$ cat src/rtl/handshake_arbiter.sv
// -----------------------------------------------------------------------------
// handshake_arbiter
//
// Purpose:
//   Shares one valid/ready output channel among N valid/ready requesters with
//   round-robin fairness. A grant can be held for a burst. The burst ends on
//   the requester's i_last or after MAX_BURST beats, whichever comes first.
//   The output has one registered stage. It advances when ~o_valid | i_ready,
//   so the arbiter sustains one beat per cycle.
//
// Parameters:
//   N         number of requesters (>= 2)
//   WIDTH     data width per beat
//   MAX_BURST maximum beats per grant (>= 1); 1 gives per-beat round robin
//
// Ports:
//   clock    in   rising-edge clock
//   reset_n  in   asynchronous reset, active-low
//   i_value  in   requester data, slice k = [k*WIDTH +: WIDTH]
//   i_valid  in   per-requester valid
//   i_last   in   per-requester end-of-burst marker, sampled with its beat
//   o_ready  out  per-requester ready (combinational)
//   o_value  out  arbitrated data (registered)
//   o_last   out  last flag of the forwarded beat (forced on MAX_BURST release)
//   o_valid  out  output valid (registered)
//   o_id     out  source index of the forwarded beat (only with
//                 HANDSHAKE_ARBITER_ID_EN defined)
//   i_ready  in   sink ready
//
// Configuration macro:
//   HANDSHAKE_ARBITER_ID_EN - adds the o_id port and its register.
// -----------------------------------------------------------------------------
module handshake_arbiter #(
    parameter int N         = 4,
    parameter int WIDTH     = 8,
    parameter int MAX_BURST = 4
) (
    input  logic               clock,
    input  logic               reset_n,
    input  logic [N*WIDTH-1:0] i_value,
    input  logic [N-1:0]       i_valid,
    input  logic [N-1:0]       i_last,
    output logic [N-1:0]       o_ready,
    output logic [WIDTH-1:0]   o_value,
    output logic               o_last,
    output logic               o_valid,
`ifdef HANDSHAKE_ARBITER_ID_EN
    output logic [$clog2(N)-1:0] o_id,
`endif
    input  logic               i_ready
);

    localparam int PW = $clog2(N);
    localparam int CW = $clog2(MAX_BURST + 1);
    localparam logic [CW-1:0] CNT_LAST = CW'(MAX_BURST - 1);

    localparam logic [0:0] ST_IDLE   = 1'b0;
    localparam logic [0:0] ST_LOCKED = 1'b1;

    logic [0:0]       state_q, state_d;
    logic [PW-1:0]    prio_q, prio_d;
    logic [PW-1:0]    grant_q, grant_d;
    logic [CW-1:0]    cnt_q, cnt_d;
    logic [WIDTH-1:0] value_q, value_d;
    logic             last_q, last_d;
    logic             valid_q, valid_d;

    logic             m_ready;
    logic             locked;
    logic [PW-1:0]    winner;
    logic             any_valid;
    logic [PW-1:0]    sel;
    logic             offer;
    logic             xfer;
    logic             release_beat;
    logic [WIDTH-1:0] value_arr [N];

    // Per-requester data slices as an array so the selected beat is a plain mux.
    generate
        for (genvar gi = 0; gi < N; gi++) begin : g_slice
            assign value_arr[gi] = i_value[gi*WIDTH +: WIDTH];
        end
    endgenerate

    // Round-robin scan starting at prio_q. The loop walks the scan order
    // backwards, so the requester that comes first in scan order is assigned
    // last and wins.
    always_comb begin
        int idx;
        winner    = '0;
        any_valid = 1'b0;
        idx       = 0;
        for (int off = N - 1; off >= 0; off--) begin
            idx = int'(prio_q) + off;
            if (idx >= N) begin
                idx = idx - N;
            end
            if (i_valid[idx]) begin
                winner    = PW'(idx);
                any_valid = 1'b1;
            end
        end
    end

    assign m_ready = ~valid_q | i_ready;
    assign locked  = (state_q == ST_LOCKED);

    // While locked, the granted requester keeps the channel even when its
    // valid is low. The other requesters stay blocked.
    assign sel          = locked ? grant_q : winner;
    assign offer        = m_ready & (locked | any_valid);
    assign xfer         = offer & i_valid[sel];
    assign release_beat = i_last[sel] | (cnt_q == CNT_LAST);

    generate
        for (genvar gi = 0; gi < N; gi++) begin : g_ready
            assign o_ready[gi] = offer & (sel == PW'(gi));
        end
    endgenerate

    always_comb begin
        state_d = state_q;
        prio_d  = prio_q;
        grant_d = grant_q;
        cnt_d   = cnt_q;
        value_d = value_q;
        last_d  = last_q;
        valid_d = valid_q;
        if (xfer) begin
            value_d = value_arr[sel];
            valid_d = 1'b1;
            last_d  = release_beat;
            if (release_beat) begin
                state_d = ST_IDLE;
                cnt_d   = '0;
                prio_d  = (sel == PW'(N - 1)) ? '0 : sel + 1'b1;
            end else begin
                state_d = ST_LOCKED;
                grant_d = sel;
                cnt_d   = cnt_q + 1'b1;
            end
        end else if (m_ready) begin
            // The sink took the current beat (or none was held) and nothing new
            // arrived, so a bubble is emitted.
            valid_d = 1'b0;
        end
    end

    always_ff @(posedge clock or negedge reset_n) begin
        if (!reset_n) begin
            state_q <= ST_IDLE;
            prio_q  <= '0;
            grant_q <= '0;
            cnt_q   <= '0;
            value_q <= '0;
            last_q  <= 1'b0;
            valid_q <= 1'b0;
        end else begin
            state_q <= state_d;
            prio_q  <= prio_d;
            grant_q <= grant_d;
            cnt_q   <= cnt_d;
            value_q <= value_d;
            last_q  <= last_d;
            valid_q <= valid_d;
        end
    end

    assign o_value = value_q;
    assign o_last  = last_q;
    assign o_valid = valid_q;

`ifdef HANDSHAKE_ARBITER_ID_EN
    logic [PW-1:0] id_q;

    // The source index is captured together with the beat it describes.
    always_ff @(posedge clock or negedge reset_n) begin
        if (!reset_n) begin
            id_q <= '0;
        end else if (xfer) begin
            id_q <= sel;
        end
    end

    assign o_id = id_q;
`endif

endmodule

$ cat config.mk
export PLATFORM = sky130hd
export DESIGN_NAME = handshake_arbiter
export DESIGN_NICKNAME = d
export VERILOG_FILES = /design/src/rtl/handshake_arbiter.sv
export SDC_FILE = /design/constraint.sdc
export NUM_CORES = 1
export LEC_CHECK = 0
export CAP_MARGIN = 10
export CELL_PAD_IN_SITES_DETAIL_PLACEMENT = 1
export CELL_PAD_IN_SITES_GLOBAL_PLACEMENT = 1
export CORE_MARGIN = 2
export CORE_UTILIZATION = 32
export CTS_CLUSTER_SIZE = 20
export DETAILED_ROUTE_END_ITERATION = 12
export PLACE_DENSITY_LB_ADDON = 0.1
export SLEW_MARGIN = 20
export SYNTH_ARGS = -nofsm -noshare
export SYNTH_HDL_FRONTEND = slang
export SYNTH_SLANG_ARGS = --single-unit
$ cat constraint.sdc
create_clock -name clock -period 7 [get_ports clock]
set_input_delay 1.05 -clock clock [delete_from_list [all_inputs] [get_ports clock]]
set_output_delay 1.05 -clock clock [all_outputs]
set_load 0.01 [all_outputs]
Word-level counts from Yosys, hierarchy flattened:

Index checks and enable logic that the tools add are counted.
Widths: inputs -> output; s select.

* bits in registers: 18
* bits of input ports: 43
* output and inout bits: 14

* $add $sub $neg: 9
* magnitude comparators: 10
* equal/unequal tests: 4
* mux-type cells: 37
* bitwise gates (word level): 12
* reductions and logical operators: 4

Operators with widths (number)
* $lt 32x4->1 const B: 4
* $mux 32: 4
* $mux 1: 17
* $bmux 8 s2: 1
* $mux 8: 2
* $bmux 1 s2: 6
* $ge 3x3->1 const B: 4
* $mux 2: 6
* $sub 3x3->4 const B: 3
* $add 2x2->3 const B: 2
* $and 1x1->1: 6
* $eq 2x2->1 const B: 2
* $reduce_and 2->1: 2
* $sub 2x3->4 const B: 1
* $add 2x1->3 const B: 1
* $add 3x1->3 const B: 1
* $eq 3x2->1 const B: 1
* $ge 2x3->1 const B: 1
* $lt 2x3->1 const B: 1
* $mux 3: 1
* $not 2->3: 1
* $or 1x1->1: 3
* $add 2x1->2 const B: 1
* $eq 2x1->1 const B: 1
* 3 further kinds: 4

Depth between registers and ports, before layout:

* word-level depth: 16
* depth in mapped cells: 8
* gate-level depth less buffers: 7

Worst setup path before layout:

No wires, ideal clock.

* path kind: input-to-output
* start: input i_valid[0]
* end: output o_ready[3]
* data arrival time: 2.395 ns
* data required time: 5.950 ns
* setup slack: 3.555 ns
* stages on the path: 6
* path buffers: 1
* path through: nor3b_1 > a211oi_1 > o221ai_1 > nand2_1 > clkbuf_1 > nor4_1

* cells in the longest elaborated chain, start to end: 10
* elaborated cells on any way between the ends: 25
* those cells by class: eq/ne: 1; mux: 21; bitwise: 3

RTL lines
* start: declaration: line 41 `input logic [N-1:0] i_valid,`
* $bmux 1 s2: line 98 `if (i_valid[idx]) begin`
* $mux 1 (implied by the code) (2 in series): line 98
* $mux 2 / $mux 1 (equally long branches) (4 in series): line 98
* $mux 2 / $or 1x1->1 (equally long branches): line 110, 111
* $eq 2x2->1 / $and 1x1->1 (equally long branches): line 117, 111
* $and 1x1->1 (*): line 117 `assign o_ready[gi] = offer & (sel == PW'(gi));`
* end: declaration: line 43 `output logic [N-1:0] o_ready,`

Mark *: on every way between the ends. The rest lies on a longest branch, timed or not. The select of a mux whose other input is x is not followed.

Worst setup path after layout:

* start: input i_valid[2]
* end: output o_ready[2]

The elaborated chain is that of the path after synthesis.

==> flow_metrics.py <==
metrics = {
    "power_and_ir_drop": {
        "p_leak_nw": 0.808,
        "power_mw": 0.793,
        "cellPowerDensity_nw_per_um2": 422,
        "ir_drop_v": 0.000193,
    },
    "yosys": {
        "syn_area_um2": 1230,
        "yosysUniqueCellTypes": 31,
        "ys_warn_count": 0,
        "synthAdderAreaFrac_pct": 3.05,
        "synth_mux_area_share_pct": 21.4,
        "syn_area_per_cell_um2": 9.26,
        "synth-compound-area-share_pct": 17.8,
        "ys_seq_elements": 18,
        "syn-num-nets": 179,
        "ys.flop_type": "dfrtp_1",
        "synth-simple-area-share_pct": 15.9,
        "synthXorXnorAreaFrac_pct": 0,
        "netlist_instances": 133,
        "seq_area_frac_synth_pct": 36.6,
        "synth_top_family_by_area": "multiplexers",
        "async_reset_ff_share_pct": 100,
        "synth_edf_count": 0,
    },
    "critical_path": {
        "cp_slowest_stage_delay_ns": 0.65,
        "crit_chain": "clkdlybuf4s50_1 -> a21boi_0 -> a211oi_1 -> o221ai_1 -> nand2_1 -> ha_1 -> inv_1 -> nor2_1 -> clkdlybuf4s50_1",
        "start_kind": "primary input",
        "worst_setup_path_end_kind": "output port",
        "path_common_cell": "clkdlybuf4s50_1",
        "crit_required_ns": 5.95,
        "worst_r2r_startpoint": "locked",
        "rr_worst_depth": 6,
        "crit_arrival_ns": 3.89,
        "path_delay_family": "buffers and inverters",
        "r2r_end": "grant_q[1]",
        "worst-path-buf-inv": 3,
        "cp_slowest_cell": "clkdlybuf4s50_1",
        "crit_fanout": 22,
        "path_class": "primary input to output port",
        "rrSetupSlack_ns": 3.75,
    },
    "die": {
        "initial_core_util_pct": 33.4,
        "num_rows": 22,
        "design.portCount": 57,
        "core_area_um2": 3690,
        "die_area_um2": 4360,
        "die_y_um": 66.0,
        "die_w_um": 66.0,
    },
    "clock_network": {
        "cts_hold_buf": 0,
        "path_clk_slew_ns": 0.07,
        "cts_resized": 0,
        "clk_latency_ns": 0.25,
        "htree_levels": 1,
        "clock-root-buffer": "clkbuf_8",
        "cts_tree": "yes",
        "clk_path_buf_depth": 2,
        "post_cts_buffers": 0,
        "cts_sinks": 18,
        "cts_buffers": 3,
    },
    "drt": {
        "routed_wl_mm": 3.33,
        "drc": 0,
        "ant_nets": 0,
        "wl_met1_mm": 1.46,
        "dr.max_layer_used": "met4",
        "wl_met3_um": 232,
        "viasPerCell": 4.98,
        "wl_per_cell_um": 14.2,
        "wl_met2_mm": 1.62,
        "drt_iter0_markers": 61,
        "dr_total_vias": 1170,
        "first_pass_iters": 4,
    },
    "sta": {
        "period_needed_ns": 4.94,
        "grt_setup_unrepaired": "no",
        "tightest_slew_ns": 0.879,
        "setup_viol": 0,
        "period_share_pct": 70.6,
        "fin_skew_ns": 0.00493,
        "maxSlewHeadroom_pct": 41.4,
        "fmax_mhz": 202,
        "fin_ws_ns": 2.06,
        "finalSetupTns_ns": 0,
        "slew_viol_final": 0,
        "hold_viol": 0,
    },
    "layout": {
        "final_common_cell": "clkdlybuf4s50_1",
        "fill_cells": 445,
        "multi_input_area_um2": 716,
        "syn2layout_area_growth_pct": 52.6,
        "drive_gt1_share_pct": 8.56,
        "register_area_um2": 450,
        "final_nets": 234,
        "finalNonFillerCells": 235,
        "diodes": 0,
        "final_cell_mix": "clkdlybuf4s50_1, dfrtp_1, nand2_1",
    },
    "global_routing": {
        "grt_pass1_vias": 1254,
        "track_usage_pct": 16.5,
        "overflow": 0,
        "grt_pass1_wl_mm": 5.60,
        "grt_max_degree": 25,
        "grt_antenna_before_repair": 0,
    },
    "flow_run": {
        "drv_cap": 0,
    },
    "worst_hold_path": {
        "hold_end": "o_value[4]",
        "worstHoldPathType": "flip-flop to flip-flop",
        "hold_depth": 2,
        "min_from": "o_value[4]",
    },
    "run_status": {
        "outcome": "complete, no violations",
    },
    "placement": {
        "dp.final_hpwl_mm": 2.55,
        "io_buffers": 56,
        "place_congestion": 0.839,
        "pre_cts_slack_ns": 2.03,
        "dp_cells": 231,
    },
}
## cell type report
| type | instances | share of cell area [%] |
|---|---|---|
| clock buffer | 4 | 2.93 |
| inverter | 10 | 2.00 |
| multi-input combinational | 99 | 38.1 |
| sequential | 18 | 24.0 |
| tap | 48 | 3.20 |
| timing repair buffer | 56 | 29.8 |
## through the flow
| step | area (um2) | utilization, % | hold WS, ns |
|---|---|---|---|
| floorplan | 1230 | - | 0.450 |
| global placement | 1820 | 49.5 | 0.464 |
| detailed placement | 1820 | 49.5 | 0.476 |
| CTS | 1880 | 50.9 | 0.493 |
| global route | 1880 | 50.9 | 0.525 |
| finish | 1880 | 50.9 | 0.491 |
## cell usage after synthesis (2+ instances only)
| library cell | number | area (um2) |
|---|---|---|
| nor2_1 | 9 | 33.8 |
| nor2b_1 | 2 | 12.5 |
| o21ai_0 | 12 | 60.1 |
| mux2_2 | 9 | 101 |
| a21boi_0 | 2 | 15.0 |
| nand2_1 | 17 | 63.8 |
| dfrtp_1 | 18 | 450 |
| a21oi_1 | 10 | 50.1 |
| ha_1 | 3 | 37.5 |
| buf_2 | 4 | 20.0 |
| clkbuf_1 | 2 | 7.51 |
| a211oi_1 | 2 | 15.0 |
| nand2b_1 | 2 | 12.5 |
| mux2_1 | 2 | 22.5 |
| mux2i_1 | 14 | 140 |
| inv_1 | 10 | 37.5 |
## worst reg2reg max path: stages, from the launching register on
cell and delay, ns:
dfrtp_1 0.45, o31a_1 0.38, nor2_4 0.61, mux2i_1 0.26, a311o_1 0.76, nand3b_4 0.34
mux2_1 0.33
## flip-flops by register name, indices dropped and copies added (netlist names)
name     flops
o_valid      1
locked       1
cnt_q        3
o_value      8
grant_q      2
o_last       1
prio_q       2
## cells by family after synthesis
kind of cell / count (synthesis)
adders and majority gates: 3
and+or+nand+nor: 38
AOI/OAI and AO/OA: 33
muxes: 25
DFF: 18
buffers and inverters: 16
## per-layer routing
metal  up-vias  global-route usage, %
met5         -                      0
met4         0                   5.36
met3         2                   3.41
met2        35                   28.5
met1       558                   20.6
li1        575                      -
## how the worst max path moves through the flow
stage,slack [ns],end,from,cells after the start
6_report,2.06,o_ready[2],i_valid[2],9
5_1_grt,1.79,o_ready[2],i_valid[2],9
4_1_cts,2.02,o_ready[2],i_valid[2],9
3_5_place_dp,2.03,o_ready[2],i_valid[2],9
3_3_place_gp,2.18,o_ready[2],i_valid[2],9
2_1_floorplan,3.56,o_ready[3],i_valid[0],6
## where the power goes
part	internal, mW	switching, mW	total, mW
logic	0.250	0.264	0.514
registers	0.158	0.0357	0.194
clock network	0.0500	0.0357	0.0857
Power figures use the tool's default switching activity.
